--- config.mk ---
export PLATFORM = sky130hd
export DESIGN_NAME = int_res_arbiter
export DESIGN_NICKNAME = d
export VERILOG_FILES = /design/src/rtl/int_res_arbiter.sv
export SDC_FILE = /design/constraint.sdc
export NUM_CORES = 1
export LEC_CHECK = 0
export ABC_CLOCK_PERIOD_IN_PS = 3400
export CAP_MARGIN = 20
export CORE_MARGIN = 5
export CORE_UTILIZATION = 42
export DETAILED_ROUTE_END_ITERATION = 8
export PLACE_DENSITY_LB_ADDON = 0.3
export SLEW_MARGIN = 20
export SYNTH_ARGS = -nofsm -noshare
export SYNTH_HDL_FRONTEND = slang
export SYNTH_SLANG_ARGS = --single-unit
--- constraint.sdc ---
create_clock -name clk -period 3.4 [get_ports clk]
set_clock_uncertainty 0.15 [all_clocks]
set_input_delay 0.51 -clock clk [delete_from_list [all_inputs] [get_ports clk]]
set_output_delay 0.51 -clock clk [all_outputs]
set_load 0.02 [all_outputs]
--- src/rtl/int_res_arbiter.sv ---
// ---------------------------------------------------------------------------
// int_res_arbiter
//
// Purpose:
//   Shares the single-port intermediate-result CIM memory between NUM_REQ
//   requesters (index 0 = master inference FSM, then the compute datapath
//   and the EEG/ADC loader). Each granted request becomes one memory access
//   for single-width data or two for double-width data. Read data comes back
//   on a shared response bus, either sign-extended (single) or concatenated
//   from two words (double). The memory has a 1-cycle read latency.
//
//   Double-width layout: the word at A holds bits [2*DATA_W-1:DATA_W], and
//   the word at A+1 holds bits [DATA_W-1:0].
//
// Build option:
//   INT_RES_ARB_FIXED_PRIO_EN - when defined, fixed priority (lowest index
//   wins) replaces the default round-robin and no rotation pointer exists.
//
// Ports:
//   clk, rst_n      : clock, asynchronous active-low reset
//   req_valid       : per-requester request pending
//   req_ready       : one-hot grant, combinational in IDLE
//   req_write       : per-requester 1 = write, 0 = read
//   req_width       : per-requester 0 = single, 1 = double width
//   req_addr        : packed per-requester word addresses
//   req_wdata       : packed per-requester write data (2*DATA_W each)
//   resp_valid      : 1-cycle read-data pulse to the owning requester
//   resp_rdata      : shared read data bus
//   addr_err        : 1-cycle pulse for an out-of-range access
//   mem_en/mem_we   : memory enable / write enable
//   mem_addr        : memory word address
//   mem_wdata       : memory write data
//   mem_rdata       : memory read data, valid the cycle after a read
// ---------------------------------------------------------------------------
module int_res_arbiter #(
    parameter int NUM_REQ = 3,
    parameter int DEPTH   = 57344,
    parameter int ADDR_W  = 16,
    parameter int DATA_W  = 15
) (
    input  logic                        clk,
    input  logic                        rst_n,
    input  logic [NUM_REQ-1:0]          req_valid,
    output logic [NUM_REQ-1:0]          req_ready,
    input  logic [NUM_REQ-1:0]          req_write,
    input  logic [NUM_REQ-1:0]          req_width,
    input  logic [NUM_REQ*ADDR_W-1:0]   req_addr,
    input  logic [NUM_REQ*2*DATA_W-1:0] req_wdata,
    output logic [NUM_REQ-1:0]          resp_valid,
    output logic [2*DATA_W-1:0]         resp_rdata,
    output logic                        addr_err,
    output logic                        mem_en,
    output logic                        mem_we,
    output logic [ADDR_W-1:0]           mem_addr,
    output logic [DATA_W-1:0]           mem_wdata,
    input  logic [DATA_W-1:0]           mem_rdata
);

    localparam int IDX_W = (NUM_REQ > 1) ? $clog2(NUM_REQ) : 1;

    typedef enum logic [2:0] {
        IDLE,
        ACC1,
        ACC2,
        RDWAIT,
        ERR
    } state_t;

    state_t state_q, state_d;

    // Request captured at grant time; the requester may change its inputs
    // afterwards, so everything the access needs lives here.
    logic [IDX_W-1:0]    owner_q;
    logic                write_q;
    logic                width_q;
    logic [ADDR_W-1:0]   addr_q;
    logic [2*DATA_W-1:0] wdata_q;
    logic [DATA_W-1:0]   hold_q;

    logic                grant_found;
    logic [IDX_W-1:0]    grant_idx;
    logic                grant_take;

    logic [ADDR_W-1:0]   addr_arr  [NUM_REQ];
    logic [2*DATA_W-1:0] wdata_arr [NUM_REQ];
    logic [ADDR_W-1:0]   sel_addr;
    logic [31:0]         sel_addr_ext;
    logic                sel_illegal;

    for (genvar g = 0; g < NUM_REQ; g++) begin : g_unpack
        assign addr_arr[g]  = req_addr[g*ADDR_W +: ADDR_W];
        assign wdata_arr[g] = req_wdata[g*2*DATA_W +: 2*DATA_W];
    end

`ifdef INT_RES_ARB_FIXED_PRIO_EN
    // Fixed priority: scan from the top so the lowest valid index is the
    // last one written and therefore wins.
    always_comb begin
        grant_found = 1'b0;
        grant_idx   = '0;
        for (int i = NUM_REQ - 1; i >= 0; i--) begin
            if (req_valid[IDX_W'(i)]) begin
                grant_found = 1'b1;
                grant_idx   = IDX_W'(i);
            end
        end
    end
`else
    logic [IDX_W-1:0] rr_ptr_q;
    logic [IDX_W:0]   cand;

    // Round-robin: walk the requesters starting at the pointer, wrapping
    // modulo NUM_REQ, and take the first valid one.
    always_comb begin
        grant_found = 1'b0;
        grant_idx   = '0;
        cand        = '0;
        for (int i = 0; i < NUM_REQ; i++) begin
            cand = {1'b0, rr_ptr_q} + (IDX_W+1)'(i);
            if (cand >= (IDX_W+1)'(NUM_REQ)) begin
                cand = cand - (IDX_W+1)'(NUM_REQ);
            end
            if (!grant_found && req_valid[cand[IDX_W-1:0]]) begin
                grant_found = 1'b1;
                grant_idx   = cand[IDX_W-1:0];
            end
        end
    end

    // The pointer moves one past each winner, including grants that end
    // in an address error.
    always_ff @(posedge clk or negedge rst_n) begin
        if (!rst_n) begin
            rr_ptr_q <= '0;
        end else if (grant_take) begin
            if (grant_idx == IDX_W'(NUM_REQ - 1)) begin
                rr_ptr_q <= '0;
            end else begin
                rr_ptr_q <= grant_idx + IDX_W'(1);
            end
        end
    end
`endif

    assign grant_take   = (state_q == IDLE) && grant_found;
    assign sel_addr     = addr_arr[grant_idx];
    assign sel_addr_ext = {{(32-ADDR_W){1'b0}}, sel_addr};
    // No wrap-around: a double-width access needs A+1 inside the memory too.
    assign sel_illegal  = (sel_addr_ext >= 32'(DEPTH)) ||
                          (req_width[grant_idx] && (sel_addr_ext >= 32'(DEPTH - 1)));

    // State register.
    always_ff @(posedge clk or negedge rst_n) begin
        if (!rst_n) begin
            state_q <= IDLE;
        end else begin
            state_q <= state_d;
        end
    end

    // Next-state logic.
    always_comb begin
        state_d = state_q;
        unique case (state_q)
            IDLE: begin
                if (grant_found) begin
                    state_d = sel_illegal ? ERR : ACC1;
                end
            end
            ACC1: begin
                if (width_q) begin
                    state_d = ACC2;
                end else if (write_q) begin
                    state_d = IDLE;
                end else begin
                    state_d = RDWAIT;
                end
            end
            ACC2:    state_d = write_q ? IDLE : RDWAIT;
            RDWAIT:  state_d = IDLE;
            ERR:     state_d = IDLE;
            default: state_d = IDLE;
        endcase
    end

    // Request capture and the upper-half holding register. The upper half of
    // a double-width read arrives during ACC2 (one cycle after ACC1's read).
    always_ff @(posedge clk or negedge rst_n) begin
        if (!rst_n) begin
            owner_q <= '0;
            write_q <= 1'b0;
            width_q <= 1'b0;
            addr_q  <= '0;
            wdata_q <= '0;
            hold_q  <= '0;
        end else begin
            if (grant_take) begin
                owner_q <= grant_idx;
                write_q <= req_write[grant_idx];
                width_q <= req_width[grant_idx];
                addr_q  <= sel_addr;
                wdata_q <= wdata_arr[grant_idx];
            end
            if ((state_q == ACC2) && !write_q) begin
                hold_q <= mem_rdata;
            end
        end
    end

    // Outputs. Memory signals depend only on registered state, so a reset
    // drops them asynchronously.
    always_comb begin
        req_ready  = '0;
        resp_valid = '0;
        resp_rdata = '0;
        addr_err   = 1'b0;
        mem_en     = 1'b0;
        mem_we     = 1'b0;
        mem_addr   = '0;
        mem_wdata  = '0;
        unique case (state_q)
            IDLE: begin
                if (grant_found) begin
                    req_ready[grant_idx] = 1'b1;
                end
            end
            ACC1: begin
                mem_en    = 1'b1;
                mem_we    = write_q;
                mem_addr  = addr_q;
                mem_wdata = width_q ? wdata_q[2*DATA_W-1:DATA_W] : wdata_q[DATA_W-1:0];
            end
            ACC2: begin
                mem_en    = 1'b1;
                mem_we    = write_q;
                mem_addr  = addr_q + ADDR_W'(1);
                mem_wdata = wdata_q[DATA_W-1:0];
            end
            RDWAIT: begin
                resp_valid[owner_q] = 1'b1;
                if (width_q) begin
                    resp_rdata = {hold_q, mem_rdata};
                end else begin
                    resp_rdata = {{DATA_W{mem_rdata[DATA_W-1]}}, mem_rdata};
                end
            end
            ERR: begin
                addr_err = 1'b1;
                if (!write_q) begin
                    resp_valid[owner_q] = 1'b1;
                end
            end
            default: begin
            end
        endcase
    end

endmodule
## After elaboration in Yosys (flattened, before gate mapping)

Cells that the tools add are included.

| operators by class | value |
|---|---|
| muxes and demuxes | 47 |
| bitwise logic cells | 1 |
| $lt $le $gt $ge | 13 |
| reductions and logical operators | 13 |
| equality and inequality tests | 6 |
| add/sub/neg operators | 7 |

Operators with widths:

| cell | number |
|---|---|
| $mux 30 | 4 |
| $bmux 30 s2 | 1 |
| $bmux 16 s2 | 1 |
| $ge 16x16->1 const B | 2 |
| $mux 16 | 2 |
| $pmux 16 s2 | 1 |
| $pmux 15 s2 | 1 |
| $mux 2 | 9 |
| $add 16x1->16 const B | 1 |
| $lt 2x3->1 const B | 5 |
| $mux 15 | 1 |
| $mux 3 | 5 |
| $mux 1 | 13 |
| $bmux 1 s2 | 5 |
| $pmux 3 s3 | 1 |
| $logic_and 1x1->1 | 7 |
| $eq 3x2->1 const B | 2 |
| $ge 3x2->1 const B | 2 |
| $pmux 3 s2 | 1 |
| $sub 2x2->2 const B | 3 |
| $demux 1 s2 | 2 |
| $ge 2x1->1 const B | 2 |
| $add 2x1->3 const B | 1 |
| $add 2x2->3 const B | 1 |
| other kinds (12) | 14 |

| storage, ports and cells | value |
|---|---|
| input bits | 164 |
| register bits after elaboration | 70 |

## Logic depth before layout (Yosys ltp)

Gate-level depths: netlist of the first run.

| logic depth | value |
|---|---|
| word-level depth | 21 |
| mapped depth | 13 |
| gate-level depth less buffers | 10 |

## Least setup slack after synthesis of the first run

No wires, ideal clock.

| timing path | value |
|---|---|
| path type | register -> output |
| from | reg rr_ptr_q[0] |
| to | out req_ready[2] |
| required time | 2.740 ns |
| cell stages (with the launch flop) | 11 |
| data arrival time | 2.537 ns |
| path slack | 0.203 ns |
| path through | dfrtp_1 > inv_1 > ha_1 > buf_6 > mux2_4 > a2bb2oi_4 > nand2_1 > o21ai_1 > clkbuf_1 > clkbuf_1 > nor2_1 |

| between the ends | value |
|---|---|
| longest elaborated chain between the ends | 17 |

Ends and longest elaborated chain:

| element | line | text |
|---|---|---|
| from (decl) | 109 | `logic [IDX_W-1:0] rr_ptr_q;` |
| from (signal assigned) | 139 | `rr_ptr_q <= grant_idx + IDX_W'(1);` |
| branches (longest 15 deep; another with $add 2x1->3) | -- |  |
| $mux 3 (*) | 223 | `if (grant_found) begin` |
| $mux 3 (*) | 221 | `unique case (state_q)` |
| to (decl) | 44 | `output logic [NUM_REQ-1:0] req_ready,` |

Every way passes the cells marked *. The select of a mux whose other input is x is not followed.

## Worst setup path in the final report of the first run

| timing path | value |
|---|---|
| from | reg addr_q[0] |
| to | out mem_addr[15] |

| between the ends | value |
|---|---|
| longest elaborated chain between the ends | 2 |

Ends and longest elaborated chain:

| element | line | text |
|---|---|---|
| from (decl) | 76 | `logic [ADDR_W-1:0] addr_q;` |
| from (signal assigned) | 201 | `addr_q <= sel_addr;` |
| $add 16x1->16 | 236 | `mem_addr = addr_q + ADDR_W'(1);` |
| $pmux 16 s2 | 221 |  |
| to (decl) | 54 | `output logic [ADDR_W-1:0] mem_addr,` |

Every way passes these cells.

==> results of run 1 <==
-- power by group through the flow --
stage               clock, mW  combinational (mW)  sequential [mW]
finish                   1.01                5.34             1.64
global route             1.06                5.85             1.70
CTS                      1.02                5.33             1.63
detailed placement          0                5.28             1.64
global placement            0                5.15             1.61
floorplan                   0                3.57             1.52
-- layout by cell type, fill, tap and decap left out, types with 3 or more instances in the layout --
cell / synthesis / final
clkdlybuf4s50_1: 0 / 227
nand2_1: 133 / 133
dfrtp_1: 70 / 69
nor2_1: 60 / 59
a21o_1: 40 / 40
a311oi_1: 38 / 38
o21ai_0: 30 / 30
buf_4: 1 / 27
mux2_2: 24 / 24
and2_1: 19 / 18
a21oi_1: 17 / 17
a22o_1: 16 / 16
nand3_1: 16 / 16
inv_1: 11 / 11
nand4_1: 10 / 10
a31oi_1: 10 / 10
clkbuf_16: 0 / 9
xor2_1: 5 / 5
nor3b_1: 4 / 4
and3_1: 4 / 4
o21ai_1: 4 / 3
nand3b_1: 3 / 3
o31ai_1: 3 / 3
mux2i_1: 4 / 3
nor3_1: 4 / 3
ha_1: 5 / 3
-- per-stage QoR --
stage / hold WS (ps) / cells / setup slack (ps) / TNS (ps) / util
6_report: 134 / 976 / 145 / 0 / 0.681
5_1_grt: 218 / 976 / -16.9 / -16.9 / 0.681
4_1_cts: 188 / 975 / 17.7 / 0 / 0.679
3_5_place_dp: 319 / 959 / -31.9 / -31.9 / 0.649
3_3_place_gp: 310 / 959 / 16.1 / 0 / 0.649
2_1_floorplan: 64.4 / 602 / 203 / 0 / -
-- synthesized netlist by cell type, drive strengths merged, types with 2 or more instances --
cell    number
o211ai       2
a21oi       17
o21ai       35
and2        19
o31ai        3
mux2        25
buf         15
nor2        61
a31oi       10
a22o        16
a311oi      39
nor3b        4
inv         11
nand3b       3
nand2      134
a21o        40
nand2b       2
nor3         4
nand3       16
ha           5
nand4       10
xor2         5
o221a        2
and3         4
clkbuf      29
or2          2
mux2i        4
dfrtp       70
-- layer usage --
metal	wire length [um]	part of all wire
met1	6550	0.38
met2	9010	0.52
met3	1360	0.079
met4	386	0.022
met5	0	0
-- registers in the layout, indices dropped and copies added, names as in the netlist --
name,cells
addr_q,16
rr_ptr_q,2
owner_q,2
width_q,1
write_q,1
hold_q,15
state_q,3
wdata_q,30
-- worst max-delay path: stages (launching register included) --
cell,delay (ps)
dfrtp_1,430
nand3_1,210
nor2_4,200
nand3_1,150
nor3_2,210
nand3_1,120
xor2_1,150
o21ai_0,160
clkdlybuf4s50_1,630
-- what timing repair did --
action                     CTS  global route
buffers inserted             0             1
pin swaps                    0             1
setup endpoints to repair    4            22
gates resized for setup      8            10
-- area by class of cell --
cell class              count  area (um2)
clock buffers              10         239
inverters                  11        41.3
flip-flops and latches     70        1750
clock inverters             6        85.1
repair buffers            259        2520
multi-input cells         477        2960
fillers                   922        3640
well taps                 143         179
-- worst max path at each step --
stage | from | to | slack, ps | cells after the start
after global routing | rr_ptr_q[1] | state_q[2] | -20 | 12
after detailed placement | req_valid[1] | req_ready[1] | -30 | 8
after floorplan | rr_ptr_q[0] | req_ready[2] | 200 | 10
final | addr_q[0] | mem_addr[15] | 150 | 8
after global placement | req_valid[1] | req_ready[1] | 20 | 8
after CTS | addr_q[0] | mem_addr[15] | 20 | 8
-- kinds of logic after synthesis --
| family | count (synthesis) | share of synthesized area |
|---|---|---|
| xor gates and xnor gates | 5 | 0.00895 |
| AOI/OAI and AO/OA | 175 | 0.268 |
| muxes | 29 | 0.0665 |
| buffers and inverters | 55 | 0.0494 |
| adders and majority gates | 5 | 0.0128 |
| and+or+nand+nor | 263 | 0.236 |
| DFF | 70 | 0.358 |
==> impl_results.md, run 1 <==
* NetSw at around 3.7 mW
* Post-route ant nets at 0
* Core footprint at 11400 um2
* CP endpoint kind: output port
* Post-synth net total at a little under 800
* WL final at 17.3 mm
* GPL Wtd Cong at just under 1
* Share of layout cells above drive strength 1 at 0.104
* Clock power share at 0.126
* Yosys reg bits at 70
* Internal at around 4.3 mW
* Reg-to-Reg End: state_q[2]
* GR Util met3 at 0.0634
* Met1 usage at 0.278
* Worst-path clk slew at about 50 ps
* Post-synthesis cell type count at 53
* Final Instance Area at slightly below 8000 um2
* Antenna diodes at 0
* Vias in the first global route at around 5600
* Final setup viols at 0
* Max-Slew Margin vs Limit at 0.402
* Die height at approximately 120 um
* Congestion Overflow GR at 0
* Sequential Power Share at 0.205
* Grt met2 use at 0.434
* Drt pass-1 iters at 5
* Total chip power at approximately 8.0 mW
* Clk buf depth at 2
* FMAX at just over 300 MHz
* Placed wire-length estimate at 13.6 mm
* Synth warn at 0
* IO Count at about 230
* Clock latency on the worst-skew pair at 330 ps
* Worst EP required at between 2000 and 3000 ps
* Final period util at 0.957
* Hold Fails Final Rpt at 0
* EDFF count, synth at 0
* Initial antenna violation count at 0
* CTS Hold Buffers Added at 0
* Tot GR Track Use at 0.242
* Outcome: complete, no violations
* Nets at between 900 and 1000
* H-Tree Depth at 3
* CP Max Fanout at 5
* Via count at roughly 5500
* DRT iter0 DRCs at 454
* # DRC at 0
* Sinks on Clock Net at 70
* Starting Density at 0.428
* Pwr dens at approximately 1000 nW/um2
* Std cell rows at 39
* R2R Setup Slk at ~160 ps
* R2R Path Start: rr_ptr_q[1]
* Synth area leaders: dfrtp_1, nand2_1, a311oi_1, a21o_1, mux2_2
* First-pass GRT wire length at 28.0 mm
* Post-synth ARST share at 1.00
* Leakage Power at 3.35 nW
* Post-DP Area at between 7000 and 8000 um2
* Area growth from synthesis to layout at 59.0%
* Min Clock Period, post-route at 3250 ps
* Worst-Margin Slew at between 800 and 900 ps
* Busiest grt layer: met2
* Slew Limit Fails at 0
* Worst Reg-to-Reg Cells at 12
* Largest net degree at the start of global routing at slightly above 70
* Arrival time at the worst endpoint at about 2600 ps
* Die area at roughly 14000 um2
* Die Width at between 100 and 150 um
* Vias/cell at between 5 and 6
* WL per Instance at 17.7 um
* Worst Setup Path Type: flop to output port
* Worst VDD drop at around 800 uV
* Mean Syn Cell Area at between 8 and 9 um2
* Post-synth top area share at 0.358
* Cell accounting for the most synthesized area: dfrtp_1
* Switching Share at 0.460
* Clk Tree Root Cell: clkbuf_16
* Power share of the combinational group at 0.669
* Worst min-delay path class: input pin to asynchronous set/reset pin
* Sequential-to-total area share from yosys stat at 0.358
* Max-cap viol count at 0
* CP Launch Type: flop
* PortBufs at 233
* Synth Flop Type: dfrtp_1
* Cell Area, Synth at approximately 5000 um2
* CTS tree: done
* Syn Inst Count at ~600
* TritonCTS buffer count at 9
Note: power is estimated with default switching activity, not from simulation.
==> run 2: changes to the inputs <==
Settings changed: CTS_CLUSTER_DIAMETER from default to 40.
==> results of run 2 <==
No change in the layout: final DEF, timing and power equal those of run 1.
